$ cat src/rtl/hardfloat_check_fifo.sv
// Synchronous FIFO for expected beats; DEPTH must be a power of two.
// Pointers carry one extra wrap bit so full and empty are distinguishable.
module hardfloat_check_fifo #(
   parameter int WIDTH = 8,
   parameter int DEPTH = 16,
   localparam int AW   = $clog2(DEPTH)
) (
   input  logic             clk,
   input  logic             rst_n,
   input  logic             push,
   input  logic [WIDTH-1:0] din,
   input  logic             pop,
   output logic [WIDTH-1:0] dout,
   output logic             full,
   output logic             empty,
   output logic [AW:0]      count
);
   localparam logic [AW:0] PTR_ONE = {{AW{1'b0}}, 1'b1};

   logic [WIDTH-1:0] mem [DEPTH];
   logic [AW:0]      wr_ptr;
   logic [AW:0]      rd_ptr;

   // Read/write pointers; reset discards contents immediately
   always_ff @(posedge clk or negedge rst_n) begin
      if (!rst_n) begin
         wr_ptr <= '0;
         rd_ptr <= '0;
      end else begin
         if (push && !full) wr_ptr <= wr_ptr + PTR_ONE;
         if (pop && !empty) rd_ptr <= rd_ptr + PTR_ONE;
      end
   end

   // Storage array, written only on accepted pushes
   always_ff @(posedge clk) begin
      if (push && !full) mem[wr_ptr[AW-1:0]] <= din;
   end

   assign dout  = mem[rd_ptr[AW-1:0]];
   assign empty = (wr_ptr == rd_ptr);
   assign full  = (wr_ptr[AW] != rd_ptr[AW]) && (wr_ptr[AW-1:0] == rd_ptr[AW-1:0]);
   assign count = wr_ptr - rd_ptr;

endmodule

$ cat config.mk
export PLATFORM = sky130hd
export DESIGN_NAME = hardfloat_check_fifo
export DESIGN_NICKNAME = d
export VERILOG_FILES = /design/src/rtl/hardfloat_check_fifo.sv
export SDC_FILE = /design/constraint.sdc
export NUM_CORES = 1
export LEC_CHECK = 0
export CORE_ASPECT_RATIO = 0.5
export CORE_UTILIZATION = 25
export CTS_BUF_LIST = sky130_fd_sc_hd__clkbuf_4
export DETAILED_ROUTE_END_ITERATION = 10
export MAX_ROUTING_LAYER = met4
export PLACE_DENSITY = 0.38
export SETUP_SLACK_MARGIN = 0.15
export SYNTH_ARGS = -nofsm -noshare
export SYNTH_HDL_FRONTEND = slang
export SYNTH_SLANG_ARGS = --single-unit
$ cat constraint.sdc
create_clock -name clk -period 7.3 [get_ports clk]
set_input_delay 2.19 -clock clk [delete_from_list [all_inputs] [get_ports clk]]
set_output_delay 2.19 -clock clk [all_outputs]
set_load 0.05 [all_outputs]
* Yosys cells after proc, flatten, opt, wreduce, memory -nomap -nowiden
Memories as Yosys holds them, arrays and structs flattened.
Cells that the tools add are included.
** Word-level totals
- Flip-flop bits (word level) :: 10
- Bits in writable memories :: 128
- Output and inout bits :: 15
- Word-level logic and storage cells :: 16
- Memories :: 1
** Memory list
- mem :: words 16, bits a word 8, rd ports 1, clocked after Yosys merged registers in 0, wr ports 1, RTL line 20 : logic [WIDTH-1:0] mem [DEPTH];
** Cells by class
- Add/sub/neg operators :: 3
- Equal/unequal tests :: 3
- Muxes and demuxes :: 2
- Reductions and logical operators :: 5
** Operators with widths (number)
- $add A5 B1 Y5 const B :: 2
- $eq A5 B5 Y1 :: 1
- $sub A5 B5 Y5 :: 1
- $eq A4 B4 Y1 :: 1
- $logic_and A1 B1 Y1 :: 3
- $logic_not A1 Y1 :: 2
- $mux W1 :: 2
- $ne A1 B1 Y1 :: 1

* Logic depth before layout (Yosys ltp)
- Depth after elaboration :: 6
- Mapped depth :: 8
- Mapped depth without buffers :: 7

* Least setup slack after synthesis
No wires, ideal clock.
- Path kind :: reg-to-output
- Start point :: register rd_ptr[1]
- End point :: output count[3]
- Arrival time :: 2.252 ns
- Required time :: 5.110 ns
- Setup slack :: 2.858 ns
- Cell stages (with the launch flop) :: 8
- Buffers on the path :: 2
- Cell sequence :: dfrtp_1 buf_2 clkbuf_1 inv_1 ha_1 a21o_1 a21oi_1 xnor2_1
** On the way
- Cells in the longest elaborated chain, start to end :: 1
** RTL lines
- start, declared :: RTL line 22 : logic [AW:0] rd_ptr;
- start signal, assigned :: RTL line 31 : if (pop && !empty) rd_ptr <= rd_ptr + PTR_ONE;
- $sub A5 B5 Y5 :: RTL line 43 : assign count = wr_ptr - rd_ptr;
- end, declared :: RTL line 16 : output logic [AW:0] count
Every way passes these cells.

* Final worst setup path
- Start point :: register rd_ptr[0]
- End point :: output dout[6]
** On the way
- Cells in the longest elaborated chain, start to end :: 1
** RTL lines
- $mem_v2 Z16 W8
- end, declared :: RTL line 13 : output logic [WIDTH-1:0] dout,
Every way passes these cells.

==> out/qor.yml <==
worstRegToRegCells: 6
cp-end-kind: "output port"
synth_top_family_by_area: "multiplexers"
hold_violations: 0
port_buffers: 26
whs_endpoint: "wr_ptr[4]"
ios: 27
insertion_delay_ns: 0.52
finalCritPeriodShare: 0.7684
sw_frac_of_total: 0.4260
crit_buf_inv: 1
die_width_um: 215.5
cp-start-kind: "flop"
final_nets: 359
max_freq_mhz: 178.3
ctsResizeCount: 0
hp-class: "flop to flop"
drt_first_pass_iters: 4
critPathSlowestCell: "nor2b_1"
finish.utilization: 0.2989
dp.final_hpwl_um: 8943
cap_violations: 0
ir_drop_mv: 0.4346
avgSynthCellArea_um2: 19.05
cp_top_family: "compound AO/OA/AOI/OAI gates"
coreArea_um2: 22010
hp-start: "wr_ptr[4]"
syn_area_um2: 5697
routed_wl_um: 12710
slowest_delay_ns: 0.73
multi_input_area_um2: 1461
routed_via_density: 4.442
switchingPower_mw: 1.235
synth_cells: 299
synth_top_flop_cell: "edfxtp_1"
grt-ovfl-total: 0
seq_area_frac_synth: 0.7186
die_y_um: 108.7
dp_slack_ns: 2.156
critPathRequiredTime_ns: 5.11
routedWlPerCell_um: 19.53
holdPathStages: 1
p_clk_frac: 0.178
finalHoldWorstSlack_ns: 0.5359
ctsHoldBuffers: 0
synth-xor-area-share: 0.01977
critical_path_depth: 5
layout-drive-gt1-share: 0.1657
via_count: 2892
post_cts_buffers: 0
initial_core_util: 0.2588
grt_pass1_vias: 3098
dpl_cell_area_um2: 6282
outcome: "complete, no violations"
synth_edf_count: 128
total_power_mw: 2.899
synth-async-reset-ratio: 0.07246
rsz0062_at_grt: "false"
row_count: 38
rr_endpoint: "mem[12][1]"
htreeDepth: 4
numCtsBuffers: 17
cp_max_fo: 14
r2r-start: "rd_ptr[3]"
arrival_ns: 3.42
clkSinkCount: 138
power_density_nw_per_um2: 440.6
grt_max_degree: 27
seq_power_share: 0.373
timing_worst_setup_path_type: "flop to output port"
p_leak_nw: 2.159
cts_tree: "yes"
ys_types: 37
synth_compound_area_frac: 0.03953
syn_to_final_growth_pct: 15.51
r2r_slack_ns: 4.01
ant_nets: 0
grt_pass1_wl_um: 19550
combPwrFrac: 0.450
dp.cells: 618
antenna_found_initial: 1
power.internal_mw: 1.664
worst_slew_pin_slew_ns: 0.9448
synthAdderAreaFrac: 0.02328
syn_nets: 321
setup_viol: 0
fin_skew_ns: 0.02278
synth.area.mux_share: 0.1417
clk_pin_slew_ns: 0.12
slew-limit-headroom: 0.3678
fillerInstances: 2167
design_area_um2: 6580
drv_slew: 0
tns_ns: 0
gp_congestion: 0.7418
drc: 0
grt_use_total: 0.1193
cts_root_buf: "clkbuf_4"
ys_ff_latch: 138
clockBufferDepth: 2
stdcell_count: 651
seq_area_um2: 4095
initialDrtViolationCount: 272
crit_chain: "nor2b_1 -> a22oi_1 -> a32oi_1 -> o21ai_1 -> clkdlybuf4s50_1"
finalWorstSetupSlack_ns: 1.691
die_area_um2: 23430
yosysWarnings: 0
synthSimpleGateAreaFrac: 0.03229
period_needed_ns: 5.609
layout make-up:
cell class,instances,area share
antenna,1,0.0003803
multi-input combinational,136,0.2221
tap,300,0.05705
clock buffer,17,0.01940
inverter,12,0.006845
sequential,138,0.6224
clock inverter,15,0.02548
timing repair buffer,32,0.04640
sequential cells by signal, indices dropped and copies added, names as in the netlist:
| register | flops |
|---|---|
| mem | 128 |
| rd_ptr | 5 |
| wr_ptr | 5 |
metal layers:
| metal | routed length [um] | part of all wire | up-vias | track usage |
|---|---|---|---|---|
| li1 | - | - | 1293 | - |
| met1 | 6382 | 0.50 | 1526 | 0.1578 |
| met2 | 5836 | 0.46 | 58 | 0.1864 |
| met3 | 324 | 0.025 | 15 | 0.02176 |
| met4 | 170 | 0.013 | 0 | 0.03951 |
| met5 | 0 | 0 | - | - |
cell usage after synthesis (2+ instances only):
library cell  instances  area share
mux4_1                7       0.032
and2_1                5      0.0055
a22oi_1               8       0.011
dfrtp_1              10       0.044
o21ai_0               2      0.0018
clkbuf_1              5      0.0033
nor2_1                6      0.0040
nor4_1                4      0.0044
a21oi_1               2      0.0018
a21o_1                2      0.0026
xor2_1                2      0.0031
a32oi_1               8       0.012
o21ai_1               9      0.0079
xnor2_1               9       0.014
ha_1                  9       0.020
nand3_1               2      0.0018
and3_1                4      0.0044
edfxtp_1            128        0.67
nand2_1               4      0.0026
mux4_2               17       0.067
buf_2                 3      0.0026
nand4_1               4      0.0044
mux2i_1              24       0.042
buf_12                2      0.0070
inv_1                11      0.0072
worst reg2reg max path, delay by kind of cell, from the launching register on:
family                   cells  cell delay (ns)
flip-flops                   1             0.79
adder cells (fa/ha/maj)      1             0.43
AND/OR/NAND/NOR              3             1.08
buffers and inverters        1             0.32
AO/OA/AOI/OAI                1             0.29
placed cells by master (no fill, tap or decap), types with 3 or more instances in the layout:
cell type and instances:
edfxtp_1 128, clkdlybuf4s50_1 26, mux2i_1 24, mux4_2 17, clkbuf_4 17, inv_1 11
xnor2_1 9, o21ai_1 9, ha_1 9, dfrtp_1 9, a22oi_1 8, a32oi_1 8
mux4_1 7, nor2_1 6, buf_4 6, and2_1 5, nand4_1 4, and3_1 4
nor4_1 4, nand2_1 4, clkinv_4 4, inv_6 4, clkinvlp_4 3
power by group through the flow:
stage	logic [mW]	registers, mW	clock network (mW)
floorplan	0.992	1.02	0
global placement	1.30	1.10	0
detailed placement	1.31	1.10	0
CTS	1.32	1.08	0.529
global route	1.38	1.10	0.560
finish	1.30	1.08	0.515
logic make-up (layout without fill, tap and decap cells):
kind of cell,Yosys count,count (layout)
flip-flops,138,138
multiplexers,48,48
AO/OA/AOI/OAI,33,33
AND/OR/NAND/NOR,33,33
buffers and inverters,25,76
XOR/XNOR,12,12
adder cells (fa/ha/maj),10,10
other,0,1
worst max-delay path by stage:
stage	end	slack, ns	from
3_3_place_gp	dout[6]	2.17	rd_ptr[0]
2_1_floorplan	count[3]	2.86	rd_ptr[1]
4_1_cts	dout[6]	1.56	rd_ptr[0]
6_report	dout[6]	1.69	rd_ptr[0]
3_5_place_dp	dout[6]	2.16	rd_ptr[0]
5_1_grt	dout[0]	1.38	rd_ptr[0]
Power figures use the tool's default switching activity.
